===== config.mk =====
export PLATFORM = sky130hd
export DESIGN_NAME = lab3_cache_mem_arbiter
export DESIGN_NICKNAME = d
export VERILOG_FILES = /design/src/rtl/lab3_cache_mem_arbiter.sv
export SDC_FILE = /design/constraint.sdc
export NUM_CORES = 1
export LEC_CHECK = 0
export CORE_AREA = 3 3 148 150
export CTS_CLUSTER_DIAMETER = 100
export DETAILED_ROUTE_END_ITERATION = 8
export DIE_AREA = 0 0 151 153
export PLACE_DENSITY_LB_ADDON = 0.25
export SYNTH_ARGS = -nofsm -noshare
export SYNTH_HDL_FRONTEND = slang
export SYNTH_SLANG_ARGS = --single-unit

===== constraint.sdc =====
create_clock -name clk -period 2 [get_ports clk]
set_input_delay 0.4 -clock clk [delete_from_list [all_inputs] [get_ports clk]]
set_output_delay 0.4 -clock clk [all_outputs]
set_load 0.03 [all_outputs]

===== src/rtl/lab3_cache_mem_arbiter.sv =====
// Two-port val/rdy memory arbiter with an in-order owner FIFO for response routing.
// Define LAB3_CACHE_MEM_ARBITER_FIXED_PRIO_EN for fixed priority (port 1 wins); default is round-robin.

package lab3_cache_mem_arbiter_pkg;

    typedef struct packed {
        logic [2:0]  typ;
        logic [7:0]  opaque;
        logic [31:0] addr;
        logic [1:0]  len;
        logic [31:0] data;
    } mem_req_4B_t;

    typedef struct packed {
        logic [2:0]  typ;
        logic [7:0]  opaque;
        logic [1:0]  test;
        logic [1:0]  len;
        logic [31:0] data;
    } mem_resp_4B_t;

endpackage

module lab3_cache_mem_arbiter
    import lab3_cache_mem_arbiter_pkg::*;
#(
    parameter int unsigned p_depth = 2
) (
    input  logic         clk,
    input  logic         reset,

    input  logic         req0_val,
    output logic         req0_rdy,
    input  mem_req_4B_t  req0_msg,
    output logic         resp0_val,
    input  logic         resp0_rdy,
    output mem_resp_4B_t resp0_msg,

    input  logic         req1_val,
    output logic         req1_rdy,
    input  mem_req_4B_t  req1_msg,
    output logic         resp1_val,
    input  logic         resp1_rdy,
    output mem_resp_4B_t resp1_msg,

    output logic         mem_req_val,
    input  logic         mem_req_rdy,
    output mem_req_4B_t  mem_req_msg,
    input  logic         mem_resp_val,
    output logic         mem_resp_rdy,
    input  mem_resp_4B_t mem_resp_msg,

    output logic         idle
);

    localparam int unsigned PTR_W = (p_depth > 1) ? $clog2(p_depth) : 1;
    localparam int unsigned CNT_W = $clog2(p_depth + 1);

    logic [p_depth-1:0] r_owner;
    logic [PTR_W-1:0]   r_head;
    logic [PTR_W-1:0]   r_tail;
    logic [CNT_W-1:0]   r_count;

    logic [p_depth-1:0] w_owner_nxt;
    logic [PTR_W-1:0]   w_head_nxt;
    logic [PTR_W-1:0]   w_tail_nxt;
    logic [CNT_W-1:0]   w_count_nxt;

    logic w_full;
    logic w_empty;
    logic w_grant;
    logic w_head_owner;
    logic w_req_fire;
    logic w_resp_fire;

    function automatic logic [PTR_W-1:0] f_inc(input logic [PTR_W-1:0] p);
        return (p == PTR_W'(p_depth - 1)) ? '0 : p + PTR_W'(1);
    endfunction

    assign w_full       = (r_count == CNT_W'(p_depth));
    assign w_empty      = (r_count == '0);
    assign w_head_owner = r_owner[r_head];

`ifdef LAB3_CACHE_MEM_ARBITER_FIXED_PRIO_EN
    assign w_grant = req1_val;
`else
    logic r_prio;
    logic w_prio_nxt;

    // Favoured port only matters when both ports are requesting.
    assign w_grant = (req0_val & req1_val) ? r_prio : req1_val;
`endif

    // Request side: gated by reset so nothing is offered while held in reset.
    assign mem_req_val = (req0_val | req1_val) & ~w_full & reset;
    assign mem_req_msg = w_grant ? req1_msg : req0_msg;
    assign req0_rdy    = ~w_grant & mem_req_rdy & ~w_full & reset;
    assign req1_rdy    =  w_grant & mem_req_rdy & ~w_full & reset;
    assign w_req_fire  = mem_req_val & mem_req_rdy;

    // Response side: routed to the owner at the FIFO head only.
    assign resp0_val    = mem_resp_val & ~w_empty & ~w_head_owner;
    assign resp1_val    = mem_resp_val & ~w_empty &  w_head_owner;
    assign mem_resp_rdy = (w_head_owner ? resp1_rdy : resp0_rdy) & ~w_empty;
    assign resp0_msg    = mem_resp_msg;
    assign resp1_msg    = mem_resp_msg;
    assign w_resp_fire  = mem_resp_val & mem_resp_rdy;

    assign idle = w_empty;

    always_comb begin
        w_owner_nxt = r_owner;
        w_head_nxt  = r_head;
        w_tail_nxt  = r_tail;
        w_count_nxt = r_count;
`ifndef LAB3_CACHE_MEM_ARBITER_FIXED_PRIO_EN
        w_prio_nxt  = r_prio;
`endif
        if (w_req_fire) begin
            w_owner_nxt[r_tail] = w_grant;
            w_tail_nxt          = f_inc(r_tail);
`ifndef LAB3_CACHE_MEM_ARBITER_FIXED_PRIO_EN
            w_prio_nxt          = ~w_grant;
`endif
        end
        if (w_resp_fire) begin
            w_head_nxt = f_inc(r_head);
        end
        case ({w_req_fire, w_resp_fire})
            2'b10:   w_count_nxt = r_count + CNT_W'(1);
            2'b01:   w_count_nxt = r_count - CNT_W'(1);
            default: w_count_nxt = r_count;
        endcase
    end

    always_ff @(posedge clk or negedge reset) begin
        if (!reset) begin
            r_owner <= '0;
            r_head  <= '0;
            r_tail  <= '0;
            r_count <= '0;
`ifndef LAB3_CACHE_MEM_ARBITER_FIXED_PRIO_EN
            r_prio  <= 1'b0;
`endif
        end else begin
            r_owner <= w_owner_nxt;
            r_head  <= w_head_nxt;
            r_tail  <= w_tail_nxt;
            r_count <= w_count_nxt;
`ifndef LAB3_CACHE_MEM_ARBITER_FIXED_PRIO_EN
            r_prio  <= w_prio_nxt;
`endif
        end
    end

endmodule


# --- Word level (Yosys, flattened, before mapping) ---
# Index checks and enable logic that the tools add are counted.
word_totals:
  register_bits: 7
classes:
  addsub: 4
  magnitude_cmp: 3
  n_eq_ne: 3
  n_mux: 11
  bitwise: 20
  n_reduce_logical: 3
op_table:
  columns: ["cell", "count"]
  rows:
  - ["77-bit 2-to-1 mux", 1]
  - ["1-bit bitwise AND", 15]
  - ["1-bit 2-to-1 mux", 7]
  - ["2-bit equality test (second input constant)", 2]
  - ["1-bit by 2-bit less-than comparator with 1-bit output (second input constant)", 2]
  - ["1-bit inverter", 4]
  - ["2-bit one-hot mux with 2 select lines", 1]
  - ["1-bit adder (second input constant)", 2]
  - ["2-bit by 1-bit adder with 2-bit output (second input constant)", 1]
  - ["2-bit bitwise mux", 1]
  - ["2-bit by 1-bit equality test with 1-bit output (second input constant)", 1]
  - ["2-bit zero test", 1]
  - ["2-bit nonzero test", 1]
  - ["2-bit by 1-bit subtractor with 2-bit output (second input constant)", 1]
  - ["1-bit demux with 1-bit select", 1]
  - ["1-bit greater-or-equal comparator (second input constant)", 1]
  - ["1-bit logical AND", 1]
  - ["1-bit OR", 1]

# --- Longest topological paths before layout ---
logic_depth:
  ltp_word: 7
  ltp_mapped: 8
  mapped_depth_nobuf: 7

# --- Worst setup path after synthesis ---
# No wires, ideal clock.
synth_path:
  path_type: "input -> output"
  startpoint: "in req0_val"
  endpoint: "out req1_rdy"
  t_arrival_ps: 1641
  t_required_ps: 1600
  path_slack_ps: -41
  stages: 5
  path_buffers: 2
  path_cell_list: "nand2b_4 -> and2_4 -> buf_12 -> buf_6 -> nor3b_1"
synth_between:
  elab_chain_cells: 5
synth_rtl:
  columns: ["item", "line_no", "rtl"]
  rows:
  - ["start, declared", "32", "input logic req0_val,"]
  - ["1-bit bitwise AND", "91", "assign w_grant = (req0_val & req1_val) ? r_prio : req1_val;"]
  - ["1-bit 2-to-1 mux", "91", null]
  - ["1-bit bitwise AND (3 in series)", "98", "assign req1_rdy = w_grant & mem_req_rdy & ~w_full & reset;"]
  - ["end, declared", "40", "output logic req1_rdy,"]
# Every way passes these cells.

==> metrics.md <==
| Metric | Value |
|---|---|
| Status | `finished, violations left` |
| Failing checks | `negative setup slack` |
| GPL Wtd Cong | `0.829` |
| Initial antenna violation count | `0` |
| Post-route DRC violation count | `0` |
| Ports | `387` |
| Top cell by count, worst path | `buf_12` |
| DRT antenna net count | `0` |
| Post-DP HPWL | `9.07 mm` |
| Critical setup path kind | `reg2out` |
| Final #Nets | `609` |
| Worst r2r path cells | `7` |
| Final worst-path cycle share | `104%` |
| Vias in the first global route | `2,333` |
| Sequential area share after synthesis | `7.09%` |
| Initial Util | `11.9%` |
| Critical path cell sequence | `nand2b_4 -> and2_4 -> buf_4 -> buf_12 -> mux2_4 -> buf_12` |
| # fillers | `2,213` |
| Worst vdd ir | `0.000462 V` |
| Fin util | `24.3%` |
| Final instance area | `5050 um^2` |
| CTS Root Cell | `clkbuf_16` |
| DR WL/cell | `15.7 um` |
| Syn nets | `436` |
| FF/Latch Area | `175 um^2` |
| Chip height | `153 um` |
| Clk_lat worst skew | `230 ps` |
| Worst EP arrival | `1690 ps` |
| H-tree depth | `1` |
| First-pass GRT wire length | `14.1 mm` |
| Die footprint | `23,100 um^2` |
| Vias | `2,159` |
| Area Growth Syn to Fin | `104%` |
| Worst path required time | `1600 ps` |
| Largest net degree at the start of global routing | `19` |
| Leak | `2.21 nW` |
| PwrDens | `669 nW/um^2` |
| Total CTS buffers | `3` |
| Worst hold-check path type | `in2async` |
| Worst R2R Setup Slack | `260 ps` |
| Total power draw | `3.38 mW` |
| Post-DP Area | `4520 um^2` |
| Worst-margin pin slew | `477 ps` |
| R2R Path End | `r_count[1]` |
| Rows | `53` |
| WP buf/inv | `3` |
| Mapped Cells | `226` |
| Core area | `20,800 um^2` |
| Worst setup path startpoint | `r_prio` |
| All-Layer GR Usage | `7.84%` |
| Max-slew violation count | `0` |
| Hold Slack | `483 ps` |
| Cts hold-fix bufs | `0` |
| Minimum clock period | `2090 ps` |
| Worst r2r src | `r_head` |
| Die width | `151 um` |
| Ratio of cells with drive above 1 in the final layout | `49.5%` |
| Slew headroom | `67.8%` |
| Family with the most delay on the worst path | `buffers and inverters` |
| Max FO, Critical Path | `13` |
| Setup WS post-layout | `-86.3 ps` |
| Total grt overflow | `0` |
| Sink Count | `7` |
| Critical Path Slowest Stage Cell | `dfrtp_1` |
| Port bufs | `245` |
| FF+latch count, synth | `7` |
| RSZ-0062 raised after global routing | `yes` |
| F_max | `479 MHz` |
| Post-Route WL | `10.6 mm` |
| Clock Tree Buf Depth | `2` |
| Critical path destination | `mem_req_msg[51]` |
| DR iter-0 viols | `9` |
| Final Hold Viols | `0` |
| Stages on worst setup path | `6` |
| CP Launch Type | `flop` |
| Area taken by multi-input logic gates | `1420 um^2` |
| Type of destination of the critical path | `output pin` |
| Final setup fails | `75` |
| Clock slew seen by the registers of the worst setup and hold paths | `40 ps` |
| Synth cell types | `23` |
| YS warnings | `0` |
| Via density | `3.21` |
| Avg Inst Size Synth | `10.9 um^2` |
| Clock skew | `0.576 ps` |
| Ant diodes | `0` |
| TritonCTS clock tree | `done` |
| Pre-antenna DRT Iters | `2` |
| Max_cap viols | `0` |
| Max stage delay on crit path | `380 ps` |
| Post-Syn Area | `2470 um^2` |
[placed cells by master, fill, tap and decap left out, types with 2 or more instances in the layout]
cell / n
nor2_1: 8
buf_6: 69
dfrtp_1: 7
mux2_4: 77
inv_1: 3
mux2_2: 2
xor2_1: 2
o31ai_1: 3
xnor2_1: 2
clkbuf_16: 5
clkdlybuf4s50_1: 160
o21ai_0: 2
buf_12: 19
buf_4: 16
nor3_1: 2
mux2i_1: 4
buf_8: 3
[where the power goes]
group	internal [mW]	switching, mW	leakage [nW]	total (mW)
sequential	0.216	0.0756	0.0845	0.291
clock	0.266	0.0796	0.0382	0.345
combinational	1.55	1.19	2.08	2.75
[cell usage after synthesis]
library cell / number / area (um^2)
buf_4: 94 / 706
mux2_4: 76 / 1140
buf_12: 8 / 160
nor2_1: 8 / 30.0
dfrtp_1: 7 / 175
mux2i_1: 4 / 40.0
inv_1: 3 / 11.3
mux2_2: 3 / 33.8
nor3_1: 3 / 15.0
o31ai_1: 3 / 22.5
buf_6: 2 / 22.5
o21ai_0: 2 / 10.0
xnor2_1: 2 / 17.5
xor2_1: 2 / 17.5
and2_1: 1 / 6.26
and2_4: 1 / 8.76
ha_1: 1 / 12.5
nand2_1: 1 / 3.75
nand2b_4: 1 / 13.8
nand3_1: 1 / 5.00
nor2b_1: 1 / 6.26
nor3b_1: 1 / 7.51
nor4_1: 1 / 6.26
[worst min-delay path by stage]
stage,startpoint,to,slack (ps),depth (start not counted)
after floorplan,reset,r_count[0],100,0
after global placement,r_head,r_head,480,1
after detailed placement,r_tail,r_tail,500,1
after CTS,reset,r_count[1],490,2
after global routing,reset,r_head,500,2
final,reset,r_head,480,2
[what timing repair did]
item | 4_1_cts | 5_1_grt
endpoints found under the setup margin | 80 | 75
setup buffers | 8 | 1
cloned | 2 | 4
pin swaps | 1 | 1
gates resized for setup | 34 | 49
[sequential cells by signal, summed over array words and instances (netlist names)]
signal,cells
r_count,2
r_head,1
r_owner,2
r_prio,1
r_tail,1
[kinds of logic after synthesis]
logic type / Yosys count / share of synthesized area, %
flip-flops: 7 / 7.09
adder cells (fa/ha/maj): 1 / 0.506
AO/OA/AOI/OAI: 5 / 1.32
buffers and inverters: 107 / 36.4
AND/OR/NAND/NOR: 19 / 4.15
multiplexers: 83 / 49.1
XOR/XNOR: 4 / 1.42
[layer usage]
layer / GRT usage, % / vias up / part of all wire, %
met5: 0 / - / 0
met1: 8.45 / 951 / 36
li1: - / 1017 / -
met4: 1.12 / 0 / 0.82
met2: 14.2 / 178 / 50
met3: 3.71 / 13 / 13
[final cells by class]
type	count	area share (%)
multi-input combinational	112	28.2
inverter	3	0.223
clock buffer	4	1.56
timing repair buffer	272	59.8
sequential	7	3.47
tap	275	6.81
[metrics by stage]
step,worst slack (ps),TNS (ps),cells
2_1_floorplan,212,0,226
3_3_place_gp,-338,-24710,657
3_5_place_dp,-365,-26860,657
4_1_cts,-188,-8420,671
5_1_grt,-133,-7550,673
6_report,-86.3,-3950,673
Power figures use the tool's default switching activity.
